## config.mk

```make
export PLATFORM = sky130hd
export DESIGN_NAME = loop_idx_gen
export DESIGN_NICKNAME = d
export VERILOG_FILES = /design/src/rtl/loop_idx_gen.sv
export SDC_FILE = /design/constraint.sdc
export NUM_CORES = 1
export LEC_CHECK = 0
export BUFFER_PORTS_ARGS = -buffer_cell sky130_fd_sc_hd__buf_2
export CORE_ASPECT_RATIO = 1.2
export CORE_MARGIN = 2
export CORE_UTILIZATION = 33
export CTS_CLUSTER_DIAMETER = 50
export CTS_CLUSTER_SIZE = 40
export DETAILED_ROUTE_END_ITERATION = 7
export PLACE_DENSITY_LB_ADDON = 0.08
export SYNTH_ARGS = -nofsm -noshare
export SYNTH_HDL_FRONTEND = slang
export SYNTH_SLANG_ARGS = --single-unit
export TNS_END_PERCENT = 100
```

## constraint.sdc

```tcl
create_clock -name clk -period 3.9 [get_ports clk]
set_clock_uncertainty 0.2 [all_clocks]
set_input_delay 0.39 -clock clk [delete_from_list [all_inputs] [get_ports clk]]
set_output_delay 0.39 -clock clk [all_outputs]
set_load 0.1 [all_outputs]
```

## src/rtl/loop_idx_gen.sv

```systemverilog
// ============================================================================
// Module   : loop_idx_gen
// Purpose  : Hardware loop-index sequencer. Emits the index stream of
//            for(i=init; (i<hi)&&(i>lo); i+=step) on a valid/ready port, with
//            an iteration bound and signed-overflow abort.
// Options  : LOOP_IDX_GEN_COUNT_EN exposes the accepted-index count as iter_cnt_o
// Revision : 1.0 - initial release
// ============================================================================
`default_nettype none

module loop_idx_gen #(
  parameter int IDX_W    = 32,
  parameter int CNT_W    = 16,
  parameter int MAX_ITER = 1024
) (
  input  logic             clk,
  input  logic             rst,
  input  logic             start_i,
  input  logic [IDX_W-1:0] init_i,
  input  logic [IDX_W-1:0] lo_i,
  input  logic [IDX_W-1:0] hi_i,
  input  logic [IDX_W-1:0] step_i,
  output logic             busy_o,
  output logic             idx_valid_o,
  input  logic             idx_ready_i,
  output logic [IDX_W-1:0] idx_o,
  output logic             done_o,
`ifdef LOOP_IDX_GEN_COUNT_EN
  output logic [CNT_W-1:0] iter_cnt_o,
`endif
  output logic             abort_o
);

  typedef enum logic [1:0] {
    ST_IDLE  = 2'd0,
    ST_CHECK = 2'd1,
    ST_EMIT  = 2'd2,
    ST_DONE  = 2'd3
  } state_t;

  localparam logic [CNT_W-1:0] MAX_CNT = CNT_W'(MAX_ITER);

  state_t           state;
  logic [IDX_W-1:0] idx;
  logic [IDX_W-1:0] lo;
  logic [IDX_W-1:0] hi;
  logic [IDX_W-1:0] step;
  logic [CNT_W-1:0] cnt;
  logic             busy;
  logic             idx_valid;
  logic             done;
  logic             abort;

  logic             in_range;
  logic [IDX_W-1:0] idx_sum;
  logic             sum_ovf;
  logic [CNT_W-1:0] cnt_inc;
  logic             last_iter;
  logic             handshake;

  assign in_range  = ($signed(idx) < $signed(hi)) && ($signed(idx) > $signed(lo));
  assign idx_sum   = idx + step;
  // Signed overflow: operands share a sign and the wrapped sum flips it.
  assign sum_ovf   = (idx[IDX_W-1] == step[IDX_W-1]) && (idx_sum[IDX_W-1] != idx[IDX_W-1]);
  assign cnt_inc   = cnt + 1'b1;
  assign last_iter = (cnt_inc == MAX_CNT);
  assign handshake = idx_valid & idx_ready_i;

  always_ff @(posedge clk) begin
    if (rst) begin
      state     <= ST_IDLE;
      idx       <= '0;
      lo        <= '0;
      hi        <= '0;
      step      <= '0;
      cnt       <= '0;
      busy      <= 1'b0;
      idx_valid <= 1'b0;
      done      <= 1'b0;
      abort     <= 1'b0;
    end else begin
      case (state)
        ST_IDLE: begin
          if (start_i) begin
            idx   <= init_i;
            lo    <= lo_i;
            hi    <= hi_i;
            step  <= step_i;
            cnt   <= '0;
            abort <= 1'b0;
            busy  <= 1'b1;
            state <= ST_CHECK;
          end
        end

        ST_CHECK: begin
          if (in_range) begin
            idx_valid <= 1'b1;
            state     <= ST_EMIT;
          end else begin
            done  <= 1'b1;
            state <= ST_DONE;
          end
        end

        ST_EMIT: begin
          if (handshake) begin
            idx_valid <= 1'b0;
            cnt       <= cnt_inc;
            idx       <= idx_sum;
            // Iteration bound takes priority; both end the run the same way.
            if (last_iter || sum_ovf) begin
              abort <= 1'b1;
              done  <= 1'b1;
              state <= ST_DONE;
            end else begin
              state <= ST_CHECK;
            end
          end
        end

        ST_DONE: begin
          done  <= 1'b0;
          busy  <= 1'b0;
          state <= ST_IDLE;
        end

        default: begin
          idx_valid <= 1'b0;
          done      <= 1'b0;
          busy      <= 1'b0;
          state     <= ST_IDLE;
        end
      endcase
    end
  end

  assign busy_o      = busy;
  assign idx_valid_o = idx_valid;
  assign idx_o       = idx;
  assign done_o      = done;
  assign abort_o     = abort;

`ifdef LOOP_IDX_GEN_COUNT_EN
  assign iter_cnt_o  = cnt;
`endif

endmodule

`default_nettype wire
```

**Word level (Yosys, flattened, before mapping)**

Cells that the tools add are included.

- $add $sub $neg: 2
- Magnitude comparators: 2
- Eq/ne operators: 11
- Muxes and demuxes: 22
- Bitwise operators: 1
- Reductions and logical operators: 15

Operators by type and width:

| kind | count |
|---|---|
| $mux W32 | 2 |
| $pmux W32 S2 | 1 |
| $add A32 B32 Y32 | 1 |
| $gt A32 B32 Y1 | 1 |
| $lt A32 B32 Y1 | 1 |
| $mux W16 | 2 |
| $pmux W16 S2 | 1 |
| $add A16 B1 Y16 const B | 1 |
| $eq A16 B11 Y1 const B | 1 |
| $ne A2 B2 Y1 const B | 5 |
| $mux W1 | 8 |
| $pmux W2 S4 | 1 |
| $reduce_and A4 Y1 | 2 |
| $mux W2 | 3 |
| $pmux W1 S2 | 3 |
| $reduce_and A2 Y1 | 3 |
| $reduce_and A3 Y1 | 2 |
| $reduce_bool A2 Y1 | 3 |
| $eq A2 B2 Y1 const B | 2 |
| $pmux W1 S3 | 1 |
| $reduce_bool A3 Y1 | 1 |
| $eq A2 B1 Y1 const B | 1 |
| $logic_and A1 B1 Y1 | 2 |
| $logic_not A2 Y1 | 1 |
| 4 further kinds | 4 |

- Flip-flop bits (word level): 150
- Input port bits: 132
- Output and inout port bits: 36
- Logic and storage cells: 63

**Depth between registers and ports, before layout**

- Depth after elaboration: 7
- Depth in mapped cells: 12
- Depth with buffers taken out: 12

**Worst setup path before layout**

Ideal clock, no wire load.

- Kind: flip-flop to flip-flop
- Start: register idx[11] (netlist: idx_o[11])
- End: register state[0]
- Library setup time: 0.145 ns
- Arrival: 3.260 ns
- Required time: 3.555 ns
- Slack: 0.294 ns
- Stages on the path, launching flop included: 11
- Path buffers: 0
- Cell sequence: dfxtp_1 -> ha_1 -> a21oi_1 -> o21ai_0 -> a2111oi_0 -> o41ai_1 -> a211o_1 -> nand2_1 -> mux2_2 -> a2111oi_0 -> a211oi_1

- Cells in the longest elaborated chain, start to end: 4
- Elaborated cells between the ends (all ways): 5
- Classes of those cells: order compare (2); mux (2); reduce/logical (1)

Ends and longest elaborated chain:

| item | line | RTL |
|---|---|---|
| start, declared | 44 | `logic [IDX_W-1:0] idx;` |
| start signal, assigned | 85 | `idx <= init_i;` |
| start signal, assigned | 110 | `idx <= idx_sum;` |
| $lt A32 B32 Y1 / $gt A32 B32 Y1 (equally long branches) | 61 | `assign in_range = ($signed(idx) < $signed(hi)) && ($signed(idx) > $signed(lo));` |
| $logic_and A1 B1 Y1 (*) | 61 |  |
| $mux W1 (*) | 97 | `if (in_range) begin` |
| $pmux W2 S4 (*) | 82 | `case (state)` |
| end signal, assigned | 71 | `state <= ST_IDLE;` |
| end signal, assigned | 99 | `state <= ST_EMIT;` |
| end signal, assigned | 102 | `state <= ST_DONE;` |
| end, declared | 43 | `state_t state;` |

Mark *: on every way between the ends. The rest lies on a longest branch, timed or not.
A chain may end at the register's enable or synchronous reset.

**Worst setup path in the final report**

Ends and elaborated chain as after synthesis.

==> impl_metrics.ini <==
[critical_path]
crit_family = compound AO/OA/AOI/OAI gates
max_stage_delay_ps = 520
cp.arrival_ps = 3500
worstPathRequired_ps = 3980
worstSetupPathType = flip-flop to flip-flop
critPathLaunchType = flip-flop
crit_top_cell = a2111oi_0
end_kind = flip-flop
worst-path-buf-inv = 0
crit_chain = ha_1 -> a21oi_1 -> o21ai_0 -> a2111oi_0 -> o41ai_1 -> a211o_1 -> nand2_1 -> mux2_2 -> a2111oi_0 -> a211oi_1
cpMaxStageDelayCell = a2111oi_0
cp_max_fo = 5

[place]
place_ws_ps = 469
place_inst = 1659
dpl_cell_area_mm2 = 0.0102
port_buffers = 167
place_hpwl_mm = 21.3
gp_congestion = 0.808

[yosys]
synth_area_per_cell_um2 = 7.53
yosys_warnings = 0
synth-async-reset-ratio_pct = 0
ys_top_cells_by_area = dfxtp_1 33%, ha_1 13%, nand2_1 11%, a21oi_1 8.7%, nor2_1 3.5%
synth_top_area_share_pct = 33.1
synth_edf_count = 0
seq_area_frac_synth_pct = 33.1
synth_ff_type = dfxtp_1
synth_common_cells = 271 x nand2_1, 158 x a21oi_1, 150 x dfxtp_1
yosysMostFrequentCell = nand2_1
syn_inst = 1204
yosys.area.top_type = dfxtp_1
ys_seq_elements = 150
synth_area_mm2 = 0.00906
syn-num-nets = 1433
synthDistinctLibCells = 64

[global_routing]
antenna_found_initial = 0
grt_first_pass_wirelength_mm = 45.5
grt_max_degree = 80
grt_overflow_total = 0
grt_use_total_pct = 20.3
grt_pass1_vias = 8451

[drt]
drt_iter0_drc = 422
num_vias = 8872
drcViolationCount = 0
postRouteAntennaNets = 0
avgViaCountPerCell = 5.01
routed_wl_mm = 29.0
dr.pass1.iters = 4
routedWlPerCell_um = 16.4

[timing]
relSlewSlack_pct = 36.8
layout_setup_ws_ps = 475
hold_violations = 0
max_slew.worst_pin.slew_ps = 948
rsz0062_at_grt = false
fin_tns_setup_ps = 0
max_freq_ghz = 0.292
period_minus_slack_ps = 3420
setup_viol = 0
drv_slew = 0
fin_crit_sh_pct = 87.8

[layout]
nets = 1646
drive_gt1_share_pct = 15.9
n_antenna_cell = 0
area_growth_syn_to_layout_pct = 28.2
stdcell_area_mm2 = 0.0116
final_cells = 1770

[floorplanning]
die-area_mm2 = 0.0288
core-area_mm2 = 0.0271
ios = 168
fp-row-count = 66
die_h_um = 186
die-width_um = 155
initial_core_util_pct = 33.5

[power]
p_per_area_mw_per_mm2 = 500
vdd_drop_max_mv = 0.236
power_w = 0.00581
leakage_nw = 4.99

[clock_tree]
clk-insertion-delay-late_ps = 440
post_cts_buffers = 0
cts_root_buf = clkbuf_16
clkSinkCount = 150
h-tree-depth = 4
ctsResizeCount = 0
cts_tree = done
clk_path_buf_depth = 2
cts_made_buffers = 17
postCtsHoldBufs = 79
clk_pin_slew_ps = 70

[worst_hold_path]
hp-class = primary input to flip-flop

[run_status]
status = completed

[run]
drv_cap = 0
## registers in the layout, summed over array words and instances (netlist names)
name         cells
abort_o          1
busy_o           1
cnt             16
done_o           1
hi              32
idx_o           32
idx_valid_o      1
lo              32
state            2
step            32
## where the power goes
group | switching [W] | internal [W] | total [W]
Sequential | 0.000168 | 0.00170 | 0.00187
Combinational | 0.00140 | 0.000686 | 0.00208
Clock | 0.000718 | 0.00114 | 0.00186
## cell type report
type / instances / area (um2)
fillers: 2830 / 15500
multi-input cells: 915 / 5540
flip-flops and latches: 150 / 3000
repair buffers: 257 / 1710
clock buffers: 18 / 429
well taps: 340 / 425
inverters: 76 / 285
clock inverters: 14 / 224
## worst paths after layout
| check | start | end | slack [ps] | cells after the start |
|---|---|---|---|---|
| max reg2reg | idx_o[11] | state[0] | 480 | 10 |
| max | idx_o[11] | state[0] | 480 | 10 |
| min | lo_i[29] | lo[29] | 10 | 3 |
| min reg2reg | hi[14] | hi[14] | 250 | 2 |
## layout by cell type (no fill, tap or decap), types with 9 or more instances in the layout
| cell | instances |
|---|---|
| a311oi_1 | 18 |
| buf_2 | 166 |
| clkbuf_16 | 17 |
| a21oi_1 | 158 |
| nand2_1 | 269 |
| buf_4 | 12 |
| o21ai_0 | 36 |
| xnor2_1 | 20 |
| ha_1 | 96 |
| a21o_1 | 25 |
| dfxtp_1 | 150 |
| inv_1 | 76 |
| nor3_1 | 14 |
| nand4_1 | 15 |
| and3_1 | 9 |
| nor2_1 | 84 |
| nand3_1 | 19 |
| dlygate4sd3_1 | 79 |
| a211oi_1 | 18 |
| a31oi_1 | 10 |
## routing by layer
layer | vias to the layer above | part of all wire, % | global-route usage, %
li1 | 4616 | - | -
met1 | 4062 | 48 | 26.9
met2 | 172 | 47 | 34.3
met3 | 22 | 3.4 | 3.24
met4 | 0 | 1.3 | 5.61
met5 | - | 0 | 0
## kinds of logic after synthesis
logic type,Yosys count,share of synthesized area [%]
AND/OR/NAND/NOR,463,22.0
AO/OA/AOI/OAI,323,22.3
flip-flops,150,33.1
buffers and inverters,139,5.88
adder cells (fa/ha/maj),97,13.5
XOR/XNOR,26,2.51
multiplexers,6,0.677
## per-stage QoR
stage,hold slack [ps],utilization [%]
floorplan,236,-
detailed placement,246,37.6
global placement,241,37.6
global route,3.93,42.9
finish,13.1,42.9
CTS,0.00994,42.9
## worst reg2reg max path: stages, from the launching register on
cell and delay, ps:
dfxtp_1 420, ha_1 290, a21oi_1 160, o21ai_0 180
a2111oi_0 430, o41ai_1 250, a211o_1 300, nand2_1 70
mux2_2 360, a2111oi_0 520, a211oi_1 90
Power figures use the tool's default switching activity.
